===== src/rtl/lut_cluster_pkg.sv =====
// Shared constants and types for the LUT cluster: per-BLE configuration layout
// and the configuration state machine encoding.
package lut_cluster_pkg;

    // One BLE's configuration: truth table, then regsel, then FF init value.
    function automatic int ble_cfg_w(input int k);
        return int'((32'd1 << k) + 32'd2);
    endfunction

    function automatic int regsel_bit(input int k);
        return int'(32'd1 << k);
    endfunction

    function automatic int init_bit(input int k);
        return int'((32'd1 << k) + 32'd1);
    endfunction

    localparam int TT_LSB = 0;

    typedef enum logic [0:0] {
        UNCONFIGURED = 1'b0,
        ACTIVE       = 1'b1
    } cfg_state_t;

endpackage


===== src/rtl/lut_cluster_if.sv =====
// Data and configuration-scan signals of one LUT cluster tile.
interface lut_cluster_if #(
    parameter int K = 2,
    parameter int N = 2
);
    logic [N*K-1:0] I;
    logic           ce;
    logic           cfg_shift;
    logic           cfg_in;
    logic           cfg_commit;
    logic           cfg_out;
    logic           cfg_ready;
    logic           configured;
    logic           cfg_err;
    logic [N-1:0]   Z;

    modport master (
        output I, ce, cfg_shift, cfg_in, cfg_commit,
        input  cfg_out, cfg_ready, configured, cfg_err, Z
    );

    modport slave (
        input  I, ce, cfg_shift, cfg_in, cfg_commit,
        output cfg_out, cfg_ready, configured, cfg_err, Z
    );
endinterface


===== src/rtl/lut_cluster_ble.sv =====
// Basic logic element: K-input LUT, optional output FF with clock enable and
// load-on-commit of the initial value.
module lut_ble
    import lut_cluster_pkg::*;
#(
    parameter int K = 2
) (
    input  logic            clk,
    input  logic            reset,
    input  logic [2**K-1:0] tt_i,
    input  logic            regsel_i,
    input  logic            en_i,
    input  logic            load_i,
    input  logic            init_i,
    input  logic            ce_i,
    input  logic [K-1:0]    in_i,
    output logic            z_o
);
    logic lut_s;
    logic ff_q;
    logic ff_d;

    assign lut_s = tt_i[in_i];

    // FF next state: a commit loads init, otherwise capture the LUT when enabled.
    always_comb begin
        ff_d = ff_q;
        if (load_i) begin
            ff_d = init_i;
        end else if (en_i && ce_i) begin
            ff_d = lut_s;
        end else begin
            ff_d = ff_q;
        end
    end

    // Output flip-flop.
    always_ff @(posedge clk) begin
        if (reset) begin
            ff_q <= 1'b0;
        end else begin
            ff_q <= ff_d;
        end
    end

    // Output select; forced low until the cluster holds a valid configuration.
    always_comb begin
        z_o = 1'b0;
        if (!en_i) begin
            z_o = 1'b0;
        end else if (regsel_i) begin
            z_o = ff_q;
        end else begin
            z_o = lut_s;
        end
    end
endmodule


===== src/rtl/lut_cluster.sv =====
// Cluster of N BLEs with a daisy-chainable serial shadow configuration that is
// committed atomically to the active configuration.
module lut_cluster
    import lut_cluster_pkg::*;
#(
    parameter int K = 2,
    parameter int N = 2
) (
    input  logic          clk,
    input  logic          reset,
    lut_cluster_if.slave  bus
);
    localparam int BLE_CFG_W = ble_cfg_w(K);
    localparam int CFG_W     = N * BLE_CFG_W;
    localparam int CNT_W     = $clog2(CFG_W + 1);
    // Active copy drops the init bits: they only matter at the commit edge.
    localparam int ACT_W     = regsel_bit(K) + 1;
    localparam logic [CNT_W-1:0] CNT_FULL = CNT_W'(CFG_W);
    localparam logic [CNT_W-1:0] CNT_ONE  = CNT_W'(1);

    logic [CFG_W-1:0]   shadow_q, shadow_d;
    logic [N*ACT_W-1:0] active_q, active_d;
    logic [CNT_W-1:0]   cnt_q, cnt_d;
    cfg_state_t         state_q;
    logic               err_q;
    logic               ready_s;
    logic               accept_s;
    logic               configured_s;

    assign ready_s      = (cnt_q == CNT_FULL);
    assign accept_s     = bus.cfg_commit && ready_s;
    assign configured_s = (state_q == ACTIVE);

    // Next state of the scan chain, bit counter and active configuration.
    always_comb begin
        shadow_d = shadow_q;
        active_d = active_q;
        cnt_d    = cnt_q;
        if (bus.cfg_shift) begin
            shadow_d = {shadow_q[CFG_W-2:0], bus.cfg_in};
        end else begin
            shadow_d = shadow_q;
        end
        if (accept_s) begin
            for (int i = 0; i < N; i++) begin
                active_d[i*ACT_W +: ACT_W] = shadow_q[i*BLE_CFG_W + TT_LSB +: ACT_W];
            end
            cnt_d = bus.cfg_shift ? CNT_ONE : {CNT_W{1'b0}};
        end else if (bus.cfg_shift && !ready_s) begin
            cnt_d = cnt_q + CNT_ONE;
        end else begin
            cnt_d = cnt_q;
        end
    end

    // Configuration datapath registers.
    always_ff @(posedge clk) begin
        if (reset) begin
            shadow_q <= {CFG_W{1'b0}};
            active_q <= {(N*ACT_W){1'b0}};
            cnt_q    <= {CNT_W{1'b0}};
        end else begin
            shadow_q <= shadow_d;
            active_q <= active_d;
            cnt_q    <= cnt_d;
        end
    end

    // Configuration state machine and registered commit-reject pulse.
    always_ff @(posedge clk) begin
        if (reset) begin
            state_q <= UNCONFIGURED;
            err_q   <= 1'b0;
        end else begin
            err_q <= bus.cfg_commit && !ready_s;
            case (state_q)
                UNCONFIGURED: state_q <= accept_s ? ACTIVE : UNCONFIGURED;
                ACTIVE:       state_q <= ACTIVE;
                default:      state_q <= UNCONFIGURED;
            endcase
        end
    end

    assign bus.cfg_out    = shadow_q[CFG_W-1];
    assign bus.cfg_ready  = ready_s;
    assign bus.configured = configured_s;
    assign bus.cfg_err    = err_q;

    for (genvar g = 0; g < N; g++) begin : g_ble
        lut_ble #(.K(K)) u_ble (
            .clk      (clk),
            .reset    (reset),
            .tt_i     (active_q[g*ACT_W + TT_LSB +: 2**K]),
            .regsel_i (active_q[g*ACT_W + regsel_bit(K)]),
            .en_i     (configured_s),
            .load_i   (accept_s),
            .init_i   (shadow_q[g*BLE_CFG_W + init_bit(K)]),
            .ce_i     (bus.ce),
            .in_i     (bus.I[g*K +: K]),
            .z_o      (bus.Z[g])
        );
    end
endmodule


===== src/flat_wrapper.sv =====
// flat-port wrapper written by rule: the top's interface ports become plain ports
module lut_cluster_flat import lut_cluster_pkg::*;
#(
    parameter int K = 2,
    parameter int N = 2
)
  (clk, reset, bus_I, bus_ce, bus_cfg_shift, bus_cfg_in, bus_cfg_commit, bus_cfg_out, bus_cfg_ready, bus_configured, bus_cfg_err, bus_Z);
  lut_cluster_if #(.K(K), .N(N)) bus_i ();
  input  logic clk;
  input  logic reset;
  input wire logic [$bits(bus_i.I)-1:0] bus_I;
  input wire logic [$bits(bus_i.ce)-1:0] bus_ce;
  input wire logic [$bits(bus_i.cfg_shift)-1:0] bus_cfg_shift;
  input wire logic [$bits(bus_i.cfg_in)-1:0] bus_cfg_in;
  input wire logic [$bits(bus_i.cfg_commit)-1:0] bus_cfg_commit;
  output wire logic [$bits(bus_i.cfg_out)-1:0] bus_cfg_out;
  output wire logic [$bits(bus_i.cfg_ready)-1:0] bus_cfg_ready;
  output wire logic [$bits(bus_i.configured)-1:0] bus_configured;
  output wire logic [$bits(bus_i.cfg_err)-1:0] bus_cfg_err;
  output wire logic [$bits(bus_i.Z)-1:0] bus_Z;
  assign bus_i.I = bus_I;
  assign bus_i.ce = bus_ce;
  assign bus_i.cfg_shift = bus_cfg_shift;
  assign bus_i.cfg_in = bus_cfg_in;
  assign bus_i.cfg_commit = bus_cfg_commit;
  assign bus_cfg_out = bus_i.cfg_out;
  assign bus_cfg_ready = bus_i.cfg_ready;
  assign bus_configured = bus_i.configured;
  assign bus_cfg_err = bus_i.cfg_err;
  assign bus_Z = bus_i.Z;
  lut_cluster #(.K(K), .N(N)) u_core (.clk(clk), .reset(reset), .bus(bus_i));
endmodule

===== config.mk =====
export PLATFORM = sky130hd
export DESIGN_NAME = lut_cluster_flat
export DESIGN_NICKNAME = d
export VERILOG_FILES = /design/src/rtl/lut_cluster_pkg.sv /design/src/rtl/lut_cluster_if.sv /design/src/rtl/lut_cluster_ble.sv /design/src/rtl/lut_cluster.sv /design/src/flat_wrapper.sv
export SDC_FILE = /design/constraint.sdc
export NUM_CORES = 1
export LEC_CHECK = 0
export BUFFER_PORTS_ARGS = -buffer_cell sky130_fd_sc_hd__buf_2
export CAP_MARGIN = 20
export CORE_MARGIN = 8
export CORE_UTILIZATION = 50
export CTS_CLUSTER_SIZE = 24
export DETAILED_ROUTE_END_ITERATION = 10
export MAX_ROUTING_LAYER = met4
export PLACE_DENSITY = 0.73
export SLEW_MARGIN = 40
export SYNTH_ARGS = -nofsm -noshare
export SYNTH_HDL_FRONTEND = slang
export SYNTH_HIERARCHICAL = 1
export SYNTH_SLANG_ARGS = --single-unit

===== constraint.sdc =====
create_clock -name clk -period 1.3 [get_ports clk]
set_input_delay 0.13 -clock clk [delete_from_list [all_inputs] [get_ports clk]]
set_output_delay 0.13 -clock clk [all_outputs]
set_load 0.1 [all_outputs]

* Word-level counts from Yosys, hierarchy flattened
Cells that the tools add are included.
** Cells by class
- Add/subtract/negate cells :: 1
- $lt $le $gt $ge :: 2
- Equality and inequality tests :: 1
- Muxes and demuxes :: 17
- Bitwise gates (word level) :: 1
- Reductions and logical operators :: 7
** Operator list (count)
- two-way mux 1 bit :: 12
- two-way mux 4 bit :: 2
- < comparator 2 x 3 -> 1 bit (second input constant) :: 2
- adder 4 x 1 -> 4 bit (second input constant) :: 1
- binary-select mux 1 bit (select 2 bit) :: 2
- == test 4 bit (second input constant) :: 1
- logical AND 1 bit :: 4
- nonzero test 2 bit :: 2
- one-hot mux 1 bit (2 select lines) :: 1
- logical NOT 1 bit :: 1
- inverter 1 bit :: 1
** Storage, ports and cells
- Register bits after elaboration :: 30
- Input port bits :: 10
- Output and inout bits :: 6
- Logic and storage cells :: 36

* Logic depth before layout (Yosys ltp)
- Depth in word-level cells :: 5
- Gate-level depth with buffers :: 8
- Depth with buffers taken out :: 7

* By module
The synthesis kept the hierarchy.
** By module, submodules not included
- lut_cluster :: instances 1, cells an instance 118, area an instance 1091.0 sq um, sequential area each 560.5 sq um
- lut_ble :: instances 2, cells an instance 8, area an instance 87.6 sq um, sequential area each 20.0 sq um

* Least setup slack after synthesis
No wires, ideal clock.
- Kind :: reg2out
- Start :: reg u_core.state_q, in the netlist u_core/bus.configured
- End :: out bus_Z[0]
- Arrival :: 2434 ps
- Data required time :: 1170 ps
- Slack :: -1264 ps
- Cell stages (with the launch flop) :: 2
- Buffers on the path :: 0
- Cell sequence :: dfxtp_1 nor2b_1
** Between the ends
- Longest elaborated chain between the ends :: 1
** Ends and longest elaborated chain
- start: declaration :: RTL line lut_cluster.sv:24 : cfg_state_t state_q;
- start signal: assignment :: RTL line lut_cluster.sv:77 : UNCONFIGURED: state_q <= accept_s ? ACTIVE : UNCONFIGURED;
- two-way mux 1 bit :: RTL line lut_cluster_ble.sv:49 : if (!en_i) begin
- end: declaration :: RTL line flat_wrapper.sv:20 : output wire logic [$bits(bus_i.Z)-1:0] bus_Z;
No other way between the ends.

* Final worst setup path
- Start :: reg u_core.active_q[2]
- End :: out bus_Z[0]
** Between the ends
- Longest elaborated chain between the ends :: 4
** Ends and longest elaborated chain
- start: declaration :: RTL line lut_cluster.sv:22 : logic [N*ACT_W-1:0] active_q, active_d;
- start signal: assignment :: RTL line lut_cluster.sv:60 : active_q <= {(N*ACT_W){1'b0}};
- start signal: assignment :: RTL line lut_cluster.sv:64 : active_q <= active_d;
- binary-select mux 1 bit (select 2 bit) :: RTL line lut_cluster_ble.sv:23 : assign lut_s = tt_i[in_i];
- two-way mux 1 bit (not written as such) :: RTL line lut_cluster_ble.sv:23
- two-way mux 1 bit :: RTL line lut_cluster_ble.sv:51 : end else if (regsel_i) begin
- two-way mux 1 bit :: RTL line lut_cluster_ble.sv:49
No other way between the ends. The select of a mux whose other input is x is not followed.

==> summary.txt <==
Power and ir drop
  • Leak: 0.000603 uW
  • Logic gate share of total power: between 7 and 8%
  • Pint: 1240 uW
  • Pwr Density: 1020 mW/mm^2
  • Sequential power share: a little under three fifths
  • Net Switching: 390 uW
  • Sw Ratio: 23.9%
  • Peak VDD IR: approximately 0.74 mV
  • Clock power share: 34.9%

Setup path
  • Crit path from: u_core/active_q[2]$_SDFFE_PP0P_
  • Worst reg2reg endpoint: u_core/g_ble[1].u_ble/ff_q$_SDFFE_PP0P_
  • Worst setup SP type: flop
  • CP endpoint kind: output pin
  • Worst r2r src: u_core/cnt_q[0]$_SDFFE_PP0P_
  • WP data required: 1170 ps
  • R2R Setup Slk: 20 ps
  • WP data arrival: 1580 ps
  • Worst-case reg-to-reg path depth: 7
  • CP endpoint: bus_Z[0]
  • Max FO, Critical Path: 2
  • Crit path kind: reg -> out

Global route
  • Global route total overflow: 0
  • GRT Total Usage: between 10% and 20%
  • Vias in the first global route: just under 1000
  • Antenna violations before repair: 0
  • Largest net degree at the start of global routing: 32
  • First-pass GRT wire length: 4250 um

Routing
  • Residual DRC: 0
  • WL/cell: 13.6 um
  • DR vias: between 900 and 1000
  • Post-route ant nets: 0
  • WL final: 2540 um
  • Detailed Route Iter0 Violations: 40
  • Detailed-router iteration count before antenna repair: 4
  • Via density per instance: roughly 5.3

Finish
  • Nets: 168
  • Commonest cells after routing, fill and taps aside: nand2_1, dfxtp_1, nor2_1, mux2i_1
  • Layout cell share with drive strength beyond 1: 33.1%
  • Final non-filler cell total: approximately 190
  • Layout area overhead: 26.6%
  • Ant. Diodes: 0
  • Final core occ: between 60% and 70%
  • Number of fill cells: about 190
  • Area of the multi-input gates: 682 sq um
  • Sequential standard cell area: 612 sq um

STA
  • Final setup violation count: 3
  • Final Hold Viols: 0
  • WHS: 62.2 ps
  • RSZ-0062 raised after global routing: true
  • Final min period: 1710 ps
  • Layout Skew: 8.76 ps
  • Max frequency: a little under 0.6 GHz
  • Worst Tran Pin Value: 567 ps
  • Max-Slew Margin vs Limit: 62.2%
  • Max-slew violation count: 0
  • Tcrit/Tclk final: 131%
  • PnR worst setup slack: -408 ps
  • Setup Total Neg Slack: -868 ps

Clock tree
  • CTS tree: yes
  • CTS H-tree depth: 2
  • Clock transition at the registers of the reported paths: around 100 ps
  • CTS Buffer Depth: 2
  • Post-CTS Hold Buffers: 0
  • CTS sink count: 30
  • Num CTS Buffers: 5
  • Root Driver: clkbuf_4
  • Clock Latency Late Sink: ~320 ps

Placement
  • Placed cells: 177
  • PortBufs: 15
  • Detailed placement HPWL: roughly 1800 um
  • Gp weighted congestion: 0.791

Logic synthesis
  • Synth Area in Compound Gates: 9.19%
  • Post-synthesis mux area share: ~16%
  • Post-synthesis simple-gate area fraction: 20.3%
  • Mapped Nets: ~150
  • Yosys reg bits: 30
  • Cells after Synth: 134
  • Combinational family with the most area after synthesis: simple AND/OR/NAND/NOR gates
  • Post-synthesis sequential area ratio: between 40% and 50%
  • Ys Warns: 6
  • Syn_area_per_cell: 9.45 sq um
  • Adder-Cell Fraction of Synth Area: 1.98%
  • XOR/XNOR Fraction of Synth Area: 0%
  • Syn Std Cell Area: 0.00127 sq mm
  • Synth cell types: 30

Floorplanning
  • Die width: 66.3 um
  • # rows: 18
  • Die height: between 60 and 70 um
  • Io pins: 16
  • Full die area: 0.00440 sq mm
  • Starting Density: 52.1%
  • Core Area: 0.00243 sq mm

Min path
  • Hold Crit Class: in -> reg

Status
  • Failing checks: setup timing
  • Outcome: finished with violations

Flow run
  • Max-cap violations: 0
logic make-up after synthesis:
| group | after synthesis |
|---|---|
| simple gates | 54 |
| mux | 18 |
| flops | 30 |
| fa+ha+maj | 2 |
| buf+inv | 12 |
| compound gates | 18 |
metal layers:
layer  vias to the layer above  part of all wire (%)  routed length, um  GRT usage [%]
li1                        503                     -                  -              -
met3                         7                   5.3                134           4.41
met2                        24                    47               1190           19.1
met5                         -                     0                  0              -
met1                       464                    46               1170           15.0
met4                         0                   1.8                 45           4.80
Yosys cell counts (all sizes together):
| cell type | count | area share, % |
|---|---|---|
| a2111oi | 1 | 0.79 |
| mux4 | 2 | 3.6 |
| nor2 | 16 | 4.7 |
| a22oi | 1 | 0.59 |
| nor2b | 2 | 0.99 |
| nand3 | 1 | 0.39 |
| nor3b | 1 | 0.59 |
| buf | 6 | 3.2 |
| inv | 5 | 1.5 |
| nand2b | 2 | 0.99 |
| ha | 2 | 2.0 |
| nand4 | 2 | 1.5 |
| nor3 | 3 | 1.6 |
| nand2 | 23 | 6.8 |
| clkbuf | 1 | 0.30 |
| nand3b | 2 | 1.2 |
| o2111a | 1 | 0.89 |
| a211oi | 2 | 1.2 |
| mux2i | 16 | 13 |
| a211o | 2 | 1.4 |
| nor4 | 1 | 0.99 |
| a21oi | 11 | 4.3 |
| and3 | 1 | 0.49 |
| dfxtp | 30 | 47 |
power groups by stage:
stage | Clock, uW | Sequential, uW | Combinational [uW]
3_5_place_dp | 0 | 957 | 124
6_report | 570 | 935 | 127
5_1_grt | 625 | 937 | 140
4_1_cts | 579 | 935 | 125
2_1_floorplan | 0 | 971 | 74.5
3_3_place_gp | 0 | 956 | 123
what timing repair did:
action,4_1_cts,5_1_grt
pin swaps,1,3
hold endpoints to repair,0,0
setup endpoints to repair,4,16
gates resized for setup,11,11
setup buffers,2,0
flip-flops by register name, summed over array words and instances, names as in the netlist:
register and count:
u_core/cnt_q 4, u_core/g_ble.u_ble/ff_q 2, u_core/bus.cfg_err 1, u_core/bus.configured 1, u_core/shadow_q 12, u_core/active_q 10
per-stage QoR:
step	cell area, sq um	setup slack [ps]	total power [uW]
finish	1600	-408	1630
global route	1600	-454	1700
CTS	1550	-436	1640
detailed placement	1440	-192	1080
global placement	1440	-163	1080
floorplan	1320	-288	1050
worst max-delay path, stage by stage (launching register included):
cell and delay [ps]:
dfxtp_2 330, mux4_2 500, mux2i_4 200, nor2b_4 60, buf_12 160
worst min-delay path by stage:
stage          slack, ps  cells past startpoint                                       to  startpoint
6_report              60                      3          u_core/shadow_q[0]$_SDFFE_PP0P_  bus_cfg_in
3_5_place_dp         380                      3          u_core/shadow_q[0]$_SDFFE_PP0P_  bus_cfg_in
3_3_place_gp         370                      3          u_core/shadow_q[0]$_SDFFE_PP0P_  bus_cfg_in
2_1_floorplan        200                      1  u_core/g_ble[0].u_ble/ff_q$_SDFFE_PP0P_       reset
5_1_grt               90                      3          u_core/shadow_q[0]$_SDFFE_PP0P_  bus_cfg_in
4_1_cts               70                      3          u_core/shadow_q[0]$_SDFFE_PP0P_  bus_cfg_in
final cells by class:
| cell class | count | share of cell area (%) |
|---|---|---|
| sequential | 30 | 38.2 |
| timing repair buffer | 22 | 11.6 |
| inverter | 5 | 1.56 |
| clock inverter | 1 | 0.312 |
| tap | 30 | 2.34 |
| clock buffer | 7 | 3.43 |
| multi-input combinational | 92 | 42.5 |
No activity file was read; power rests on OpenSTA's default activity.
